$ cat src/rtl/ir_nec_if.sv
// Output channel of the NEC decoder: a valid/ready word stream plus error and overrun strobes.
// The decoder drives the bus through the master modport and the consumer uses the slave modport.
interface ir_nec_if;
    logic        i_READY;
    logic        o_VALID;
    logic [31:0] o_DATA;
    logic        o_REPEAT;
    logic        o_ERROR;
    logic        o_OVERRUN;

    modport master (
        input  i_READY,
        output o_VALID, o_DATA, o_REPEAT, o_ERROR, o_OVERRUN
    );

    modport slave (
        output i_READY,
        input  o_VALID, o_DATA, o_REPEAT, o_ERROR, o_OVERRUN
    );
endinterface

$ cat src/rtl/ir_nec_decoder.sv
// NEC infrared receiver. It measures the mark and space widths on the demodulated line in
// 10 us ticks, decodes 32-bit frames and repeat codes, and hands the words out by valid/ready.
module ir_nec_decoder #(
    parameter int CLK_FREQ_HZ     = 50_000_000,
    parameter int TOL_PCT         = 20,
    parameter int IRDA_ACTIVE_LOW = 1,
    parameter int SYNC_STAGES     = 2,
    parameter int CHECK_ADDR      = 1,
    parameter int REPEAT_EN       = 1
) (
    input  logic     i_CLOCK_POS,
    input  logic     i_RESET_POS,
    input  logic     i_IRDA,
    ir_nec_if.master bus
);

    localparam int DIV = CLK_FREQ_HZ / 100000;
    localparam int PW  = (DIV > 1) ? $clog2(DIV) : 1;
    localparam logic [PW-1:0] PRE_MAX = PW'(DIV - 1);
    localparam logic [SYNC_STAGES-1:0] SYNC_IDLE = {SYNC_STAGES{IRDA_ACTIVE_LOW != 0}};

    function automatic logic [11:0] lo_b(input int n);
        return 12'(n * (100 - TOL_PCT) / 100);
    endfunction

    function automatic logic [11:0] hi_b(input int n);
        return 12'(n * (100 + TOL_PCT) / 100);
    endfunction

    function automatic logic in_win(input logic [11:0] w, input logic [11:0] lo,
                                    input logic [11:0] hi);
        return (w >= lo) && (w <= hi);
    endfunction

    localparam logic [11:0] LM_LO = lo_b(900), LM_HI = hi_b(900);
    localparam logic [11:0] LS_LO = lo_b(450), LS_HI = hi_b(450);
    localparam logic [11:0] RS_LO = lo_b(225), RS_HI = hi_b(225);
    localparam logic [11:0] BM_LO = lo_b(56),  BM_HI = hi_b(56);
    localparam logic [11:0] ZS_LO = lo_b(56),  ZS_HI = hi_b(56);
    localparam logic [11:0] OS_LO = lo_b(169), OS_HI = hi_b(169);

    typedef enum logic [2:0] {
        IDLE, LEAD_MARK, LEAD_SPACE, BIT_MARK, BIT_SPACE, STOP_MARK, CHECK
    } state_t;

    state_t                 state_q, state_d;
    logic [SYNC_STAGES-1:0] sync_q, sync_d;
    logic                   mark_q, mark_d;
    logic                   edge_q, edge_d;
    logic [PW-1:0]          presc_q, presc_d;
    logic                   tick;
    logic [11:0]            width_q, width_d;
    logic [4:0]             bitcnt_q, bitcnt_d;
    logic [31:0]            shift_q, shift_d;
    logic                   rpt_q, rpt_d;
    logic                   lv_q, lv_d;
    logic [31:0]            last_q, last_d;
    logic                   valid_q, valid_d;
    logic [31:0]            data_q, data_d;
    logic                   rptout_q, rptout_d;
    logic                   err_q, err_d;
    logic                   ovr_q, ovr_d;
    logic                   deliver;
    logic [31:0]            item_data;
    logic                   item_rpt;
    logic                   frame_ok;

    // Input path: synchroniser, mark=1 normalisation, registered edge strobe
    assign sync_d  = {sync_q[SYNC_STAGES-2:0], i_IRDA};
    assign mark_d  = (IRDA_ACTIVE_LOW != 0) ? ~sync_q[SYNC_STAGES-1] : sync_q[SYNC_STAGES-1];
    assign edge_d  = mark_d ^ mark_q;

    // Timing: 10 us tick and saturating width of the current line level
    assign tick    = (presc_q == PRE_MAX);
    assign presc_d = tick ? '0 : presc_q + 1'b1;

    always_comb begin
        width_d = width_q;
        if (edge_q) begin
            width_d = '0;
        end else if (tick && (width_q != 12'hFFF)) begin
            width_d = width_q + 12'd1;
        end
    end

    assign frame_ok = (shift_q[31:24] == ~shift_q[23:16]) &&
                      ((CHECK_ADDR == 0) || (shift_q[15:8] == ~shift_q[7:0]));

    // Frame FSM: an edge ends the measured segment, otherwise the width is checked for timeout
    always_comb begin
        state_d   = state_q;
        bitcnt_d  = bitcnt_q;
        shift_d   = shift_q;
        rpt_d     = rpt_q;
        lv_d      = lv_q;
        last_d    = last_q;
        err_d     = 1'b0;
        deliver   = 1'b0;
        item_data = shift_q;
        item_rpt  = 1'b0;
        case (state_q)
            IDLE: begin
                if (edge_q && mark_q) state_d = LEAD_MARK;
            end
            LEAD_MARK: begin
                if (edge_q) begin
                    state_d = in_win(width_q, LM_LO, LM_HI) ? LEAD_SPACE : IDLE;
                end else if (width_q > LM_HI) begin
                    err_d = 1'b1;
                end
            end
            LEAD_SPACE: begin
                if (edge_q) begin
                    if (in_win(width_q, LS_LO, LS_HI)) begin
                        bitcnt_d = '0;
                        shift_d  = '0;
                        rpt_d    = 1'b0;
                        state_d  = BIT_MARK;
                    end else if ((REPEAT_EN != 0) && in_win(width_q, RS_LO, RS_HI)) begin
                        rpt_d   = 1'b1;
                        state_d = STOP_MARK;
                    end else begin
                        err_d = 1'b1;
                    end
                end else if (width_q > LS_HI) begin
                    err_d = 1'b1;
                end
            end
            BIT_MARK: begin
                if (edge_q) begin
                    if (in_win(width_q, BM_LO, BM_HI)) state_d = BIT_SPACE;
                    else                               err_d   = 1'b1;
                end else if (width_q > BM_HI) begin
                    err_d = 1'b1;
                end
            end
            BIT_SPACE: begin
                if (edge_q) begin
                    if (in_win(width_q, ZS_LO, ZS_HI) || in_win(width_q, OS_LO, OS_HI)) begin
                        shift_d  = {in_win(width_q, OS_LO, OS_HI), shift_q[31:1]};
                        bitcnt_d = bitcnt_q + 5'd1;
                        state_d  = (bitcnt_q == 5'd31) ? STOP_MARK : BIT_MARK;
                    end else begin
                        err_d = 1'b1;
                    end
                end else if (width_q > OS_HI) begin
                    err_d = 1'b1;
                end
            end
            STOP_MARK: begin
                if (edge_q) begin
                    if (in_win(width_q, BM_LO, BM_HI)) state_d = CHECK;
                    else                               err_d   = 1'b1;
                end else if (width_q > BM_HI) begin
                    err_d = 1'b1;
                end
            end
            CHECK: begin
                state_d = IDLE;
                if (rpt_q) begin
                    if (lv_q) begin
                        deliver   = 1'b1;
                        item_data = last_q;
                        item_rpt  = 1'b1;
                    end else begin
                        err_d = 1'b1;
                    end
                end else if (frame_ok) begin
                    deliver = 1'b1;
                    lv_d    = 1'b1;
                    last_d  = shift_q;
                end else begin
                    err_d = 1'b1;
                end
            end
            default: state_d = IDLE;
        endcase
        if (err_d) begin
            state_d = IDLE;
            lv_d    = 1'b0;
        end
    end

    // Output stage: a held item is never replaced, a blocked delivery becomes an overrun
    always_comb begin
        valid_d  = valid_q;
        data_d   = data_q;
        rptout_d = rptout_q;
        ovr_d    = 1'b0;
        if (deliver) begin
            if (!valid_q || bus.i_READY) begin
                valid_d  = 1'b1;
                data_d   = item_data;
                rptout_d = item_rpt;
            end else begin
                ovr_d = 1'b1;
            end
        end else if (valid_q && bus.i_READY) begin
            valid_d = 1'b0;
        end
    end

    always_ff @(posedge i_CLOCK_POS) begin
        if (i_RESET_POS) begin
            state_q  <= IDLE;
            sync_q   <= SYNC_IDLE;
            mark_q   <= 1'b0;
            edge_q   <= 1'b0;
            presc_q  <= '0;
            width_q  <= '0;
            bitcnt_q <= '0;
            shift_q  <= '0;
            rpt_q    <= 1'b0;
            lv_q     <= 1'b0;
            last_q   <= '0;
            valid_q  <= 1'b0;
            data_q   <= '0;
            rptout_q <= 1'b0;
            err_q    <= 1'b0;
            ovr_q    <= 1'b0;
        end else begin
            state_q  <= state_d;
            sync_q   <= sync_d;
            mark_q   <= mark_d;
            edge_q   <= edge_d;
            presc_q  <= presc_d;
            width_q  <= width_d;
            bitcnt_q <= bitcnt_d;
            shift_q  <= shift_d;
            rpt_q    <= rpt_d;
            lv_q     <= lv_d;
            last_q   <= last_d;
            valid_q  <= valid_d;
            data_q   <= data_d;
            rptout_q <= rptout_d;
            err_q    <= err_d;
            ovr_q    <= ovr_d;
        end
    end

    assign bus.o_VALID   = valid_q;
    assign bus.o_DATA    = data_q;
    assign bus.o_REPEAT  = rptout_q;
    assign bus.o_ERROR   = err_q;
    assign bus.o_OVERRUN = ovr_q;

endmodule

$ cat src/flat_wrapper.sv
// flat-port wrapper written by rule: the top's interface ports become plain ports
module ir_nec_decoder_flat 
#(
    parameter int CLK_FREQ_HZ     = 50_000_000,
    parameter int TOL_PCT         = 20,
    parameter int IRDA_ACTIVE_LOW = 1,
    parameter int SYNC_STAGES     = 2,
    parameter int CHECK_ADDR      = 1,
    parameter int REPEAT_EN       = 1
)
  (i_CLOCK_POS, i_RESET_POS, i_IRDA, bus_i_READY, bus_o_VALID, bus_o_DATA, bus_o_REPEAT, bus_o_ERROR, bus_o_OVERRUN);
  ir_nec_if bus_i ();
  input  logic i_CLOCK_POS;
  input  logic i_RESET_POS;
  input  logic i_IRDA;
  input wire logic [$bits(bus_i.i_READY)-1:0] bus_i_READY;
  output wire logic [$bits(bus_i.o_VALID)-1:0] bus_o_VALID;
  output wire logic [$bits(bus_i.o_DATA)-1:0] bus_o_DATA;
  output wire logic [$bits(bus_i.o_REPEAT)-1:0] bus_o_REPEAT;
  output wire logic [$bits(bus_i.o_ERROR)-1:0] bus_o_ERROR;
  output wire logic [$bits(bus_i.o_OVERRUN)-1:0] bus_o_OVERRUN;
  assign bus_i.i_READY = bus_i_READY;
  assign bus_o_VALID = bus_i.o_VALID;
  assign bus_o_DATA = bus_i.o_DATA;
  assign bus_o_REPEAT = bus_i.o_REPEAT;
  assign bus_o_ERROR = bus_i.o_ERROR;
  assign bus_o_OVERRUN = bus_i.o_OVERRUN;
  ir_nec_decoder #(.CLK_FREQ_HZ(CLK_FREQ_HZ), .TOL_PCT(TOL_PCT), .IRDA_ACTIVE_LOW(IRDA_ACTIVE_LOW), .SYNC_STAGES(SYNC_STAGES), .CHECK_ADDR(CHECK_ADDR), .REPEAT_EN(REPEAT_EN)) u_core (.i_CLOCK_POS(i_CLOCK_POS), .i_RESET_POS(i_RESET_POS), .i_IRDA(i_IRDA), .bus(bus_i));
endmodule
$ cat config.mk
export PLATFORM = sky130hd
export DESIGN_NAME = ir_nec_decoder_flat
export DESIGN_NICKNAME = d
export VERILOG_FILES = /design/src/rtl/ir_nec_if.sv /design/src/rtl/ir_nec_decoder.sv /design/src/flat_wrapper.sv
export SDC_FILE = /design/constraint.sdc
export NUM_CORES = 1
export LEC_CHECK = 0
export ABC_AREA = 1
export CAP_MARGIN = 20
export CELL_PAD_IN_SITES_DETAIL_PLACEMENT = 1
export CELL_PAD_IN_SITES_GLOBAL_PLACEMENT = 2
export CORE_MARGIN = 4
export CORE_UTILIZATION = 30
export DETAILED_ROUTE_END_ITERATION = 10
export PLACE_DENSITY_LB_ADDON = 0.08
export SYNTH_ARGS = -nofsm -noshare
export SYNTH_HDL_FRONTEND = slang
export SYNTH_SLANG_ARGS = --single-unit
export TNS_END_PERCENT = 20
$ cat constraint.sdc
create_clock -name i_CLOCK_POS -period 1.54 [get_ports i_CLOCK_POS]
set_input_delay 0.154 -clock i_CLOCK_POS [delete_from_list [all_inputs] [get_ports i_CLOCK_POS]]
set_output_delay 0.154 -clock i_CLOCK_POS [all_outputs]
set_load 0.02 [all_outputs]
==> reports/summary.txt <==
Status -> finished, violations left
Violated checks -> negative setup slack
Core area -> 0.02209 sq mm
Die H -> 158.9 microns
Placed inst area -> 0.008937 sq mm
Top_reg_cell synth -> dfxtp_1
Worst EP arrival -> 2170 ps
H-tree depth -> 4
Synthesis-stage register bit count -> 135
CTS tree -> built
Routed wire length -> 24.29 mm
Hold Worst Slack -> 291.4 ps
Die footprint -> 0.02525 sq mm
Starting DRT DRC Count -> 254
Most frequent cells in the layout -> 177 x nor2_1, 177 x buf_4, 119 x nand2_1, 109 x a21oi_1, 104 x dfxtp_1
Initial Utilization -> 30.92%
Leak -> 4.782 nW
Remaining DRCs -> 0
Vias in the first global route -> 7690
Fin util -> 48.15%
Post-synthesis sequential area ratio -> 39.56%
CP required -> 1850 ps
DP HPWL -> 15.99 mm
Cell area after synthesis -> 0.006832 sq mm
GR Util met2 -> 34.07%
Slew Limit Fails -> 0
R2r setup slk -> -320 ps
Total grt overflow -> 0
Slew HR -> 72.48%
Count of flip-flops with a built-in enable after synthesis -> 0
Unrepaired setup endpoints after global routing -> true
Post-synth top area share -> 39.56%
Final Cycle Share -> 120.6%
Crit end category -> flop
N_diodes -> 0
Num CTS Buffers -> 17
Std-Cell Rows -> 54
Skew-Pair Late Insertion Delay -> 430 ps
Synth unique cells -> 40
Largest area contributor in the netlist -> dfxtp_1
TritonCTS Sinks -> 135
HP Class -> in -> reg
Final WS setup -> -317.3 ps
Startpoint class of the critical path -> flop
Clock root buffer master -> clkbuf_16
Fmax -> 538.4 MHz
IO buf count -> 39
Final Cell Area -> 0.01064 sq mm
First-pass GRT wire length -> 38.92 mm
Power Total -> 7.650 mW
Syn Nets -> 1044
CP Max Fanout -> 6
Detail Route Antenna Nets -> 0
Synth top area cells -> dfxtp_1 40%, nor2_1 12%, a21oi_1 9.1%, nand2_1 8.7%, inv_1 5.5%
Routed via count -> 7347
Met3 Use GR -> 3.059%
I/O pin total -> 40
Final Hold Fails -> 0
Overall routing resource usage -> 18.86%
Die width -> 158.9 microns
Post-layout min period -> 1857 ps
Yosys warnings -> 0
Area Growth Syn to Fin -> 55.73%
Mean area per synthesized cell -> 6.607 sq um
Via density -> 4.758
Layout cells sized above 1 -> 38.21%
GPL Wtd Cong -> 0.8160
Clock-pin slew on the worst setup and hold paths -> 60 ps
Largest net degree at the start of global routing -> 47
MaxCap Viol Count -> 0
Antenna violations before repair -> 0
Endpoints failing setup -> 115
Cells after Synth -> 1034
Asr flop ratio synth -> 0%
Pwr/cell area -> 719.1 mW/mm^2
Met1 usage -> 23.93%
Drt wl/cell -> 15.73 microns
CP Class -> reg -> reg
DRT Pass-1 Iters -> 4
Slew @ Worst Pin -> 412.2 ps
Global route hottest layer -> met2
Setup Skew -> 14.54 ps
Max clock buf depth -> 2
Worst vdd ir -> 0.0005689 V
Nets -> 1261
## registers in the layout, indices dropped and copies added, names as in the netlist
signal,cells
u_core.bus.o_ERROR,1
u_core.bus.o_REPEAT,1
u_core.state_q,3
u_core.shift_q,32
u_core.lv_q,1
u_core.bus.o_DATA,32
u_core.sync_q,2
u_core.bitcnt_q,5
u_core.width_q,12
u_core.last_q,32
u_core.mark_q,1
u_core.bus.o_VALID,1
u_core.rpt_q,1
u_core.presc_q,9
u_core.bus.o_OVERRUN,1
u_core.edge_q,1
## layer usage
layer  routed length (microns)  part of all wire, %  up-vias
li1                          -                    -     3766
met2                     12150                   50       64
met5                         0                    0        -
met3                       428                  1.8       17
met4                       213                 0.88        0
met1                     11500                   47     3500
## worst paths after layout
| path | to | from | cells past startpoint |
|---|---|---|---|
| setup / recovery | u_core.bus.o_DATA[14] | u_core.shift_q[11] | 14 |
| hold reg to reg | u_core.sync_q[1] | u_core.sync_q[0] | 1 |
| hold / removal | u_core.sync_q[0] | i_IRDA | 2 |
| setup reg to reg | u_core.bus.o_DATA[14] | u_core.shift_q[11] | 14 |
## worst max-delay path, stage by stage, from the launching register on
cell and delay, ps:
dfxtp_4 360, inv_2 40, nand2_2 70, nand2_2 60
nor2_4 110, nand3_2 80, nor2_2 120, nand3_2 140
a21oi_4 170, buf_12 160, buf_12 140, clkbuf_16 150
nand3_2 50, nand2_1 60, nor2_1 40
## where the power goes
group | internal (mW) | total (mW) | switching [mW]
combinational | 0.0786 | 0.196 | 0.117
sequential | 3.47 | 3.48 | 0.00860
clock | 2.24 | 3.97 | 1.74
## kinds of logic (layout without fill, tap and decap cells)
group | Yosys count | in the layout | synth area share [%]
and+or+nand+nor | 496 | 496 | 30.95
AOI/OAI and AO/OA | 218 | 218 | 16.52
buffers and inverters | 169 | 399 | 10.59
DFF | 135 | 135 | 39.56
xor gates and xnor gates | 10 | 10 | 1.282
adders and majority gates | 6 | 6 | 1.099
## layout make-up
| class | instances | area [sq um] |
|---|---|---|
| Inverter | 114 | 445.4 |
| Tap cell | 280 | 350.3 |
| Fill cell | 2701 | 11450 |
| Clock buffer | 19 | 464.2 |
| Clock inverter | 13 | 107.6 |
| Sequential cell | 135 | 2779 |
| Timing Repair Buffer | 253 | 2407 |
| Multi-Input combinational cell | 730 | 4085 |
## what timing repair did
action / in CTS / in global routing
pin swaps: 46 / 44
hold buffers: 0 / 0
gates resized for setup: 175 / 120
gates cloned: 5 / 2
setup endpoints to repair: 139 / 147
buffers inserted: 19 / 2
## metrics by stage
stage,cells,worst slack (ps),setup TNS [ps]
2_1_floorplan,1034,-45.50,-1390
3_3_place_gp,1486,-437.9,-32210
3_5_place_dp,1486,-406.7,-32900
4_1_cts,1542,-300.3,-22990
5_1_grt,1544,-425.0,-38290
6_report,1544,-317.3,-23140
## synth_stat cells, types with 3 or more instances
cell / instances
a21oi_2: 3
buf_4: 10
ha_1: 6
nand4_1: 11
nand2_1: 159
clkbuf_1: 27
nand2_2: 6
o21a_1: 4
nor3_1: 9
o21ai_0: 52
buf_2: 10
a21oi_1: 124
xor2_1: 8
nor3b_1: 6
inv_2: 13
inv_1: 100
nor2_1: 219
nand3_1: 66
o21ai_1: 29
or2_2: 4
buf_6: 5
dfxtp_1: 135
Note: power is estimated with default switching activity, not from simulation.
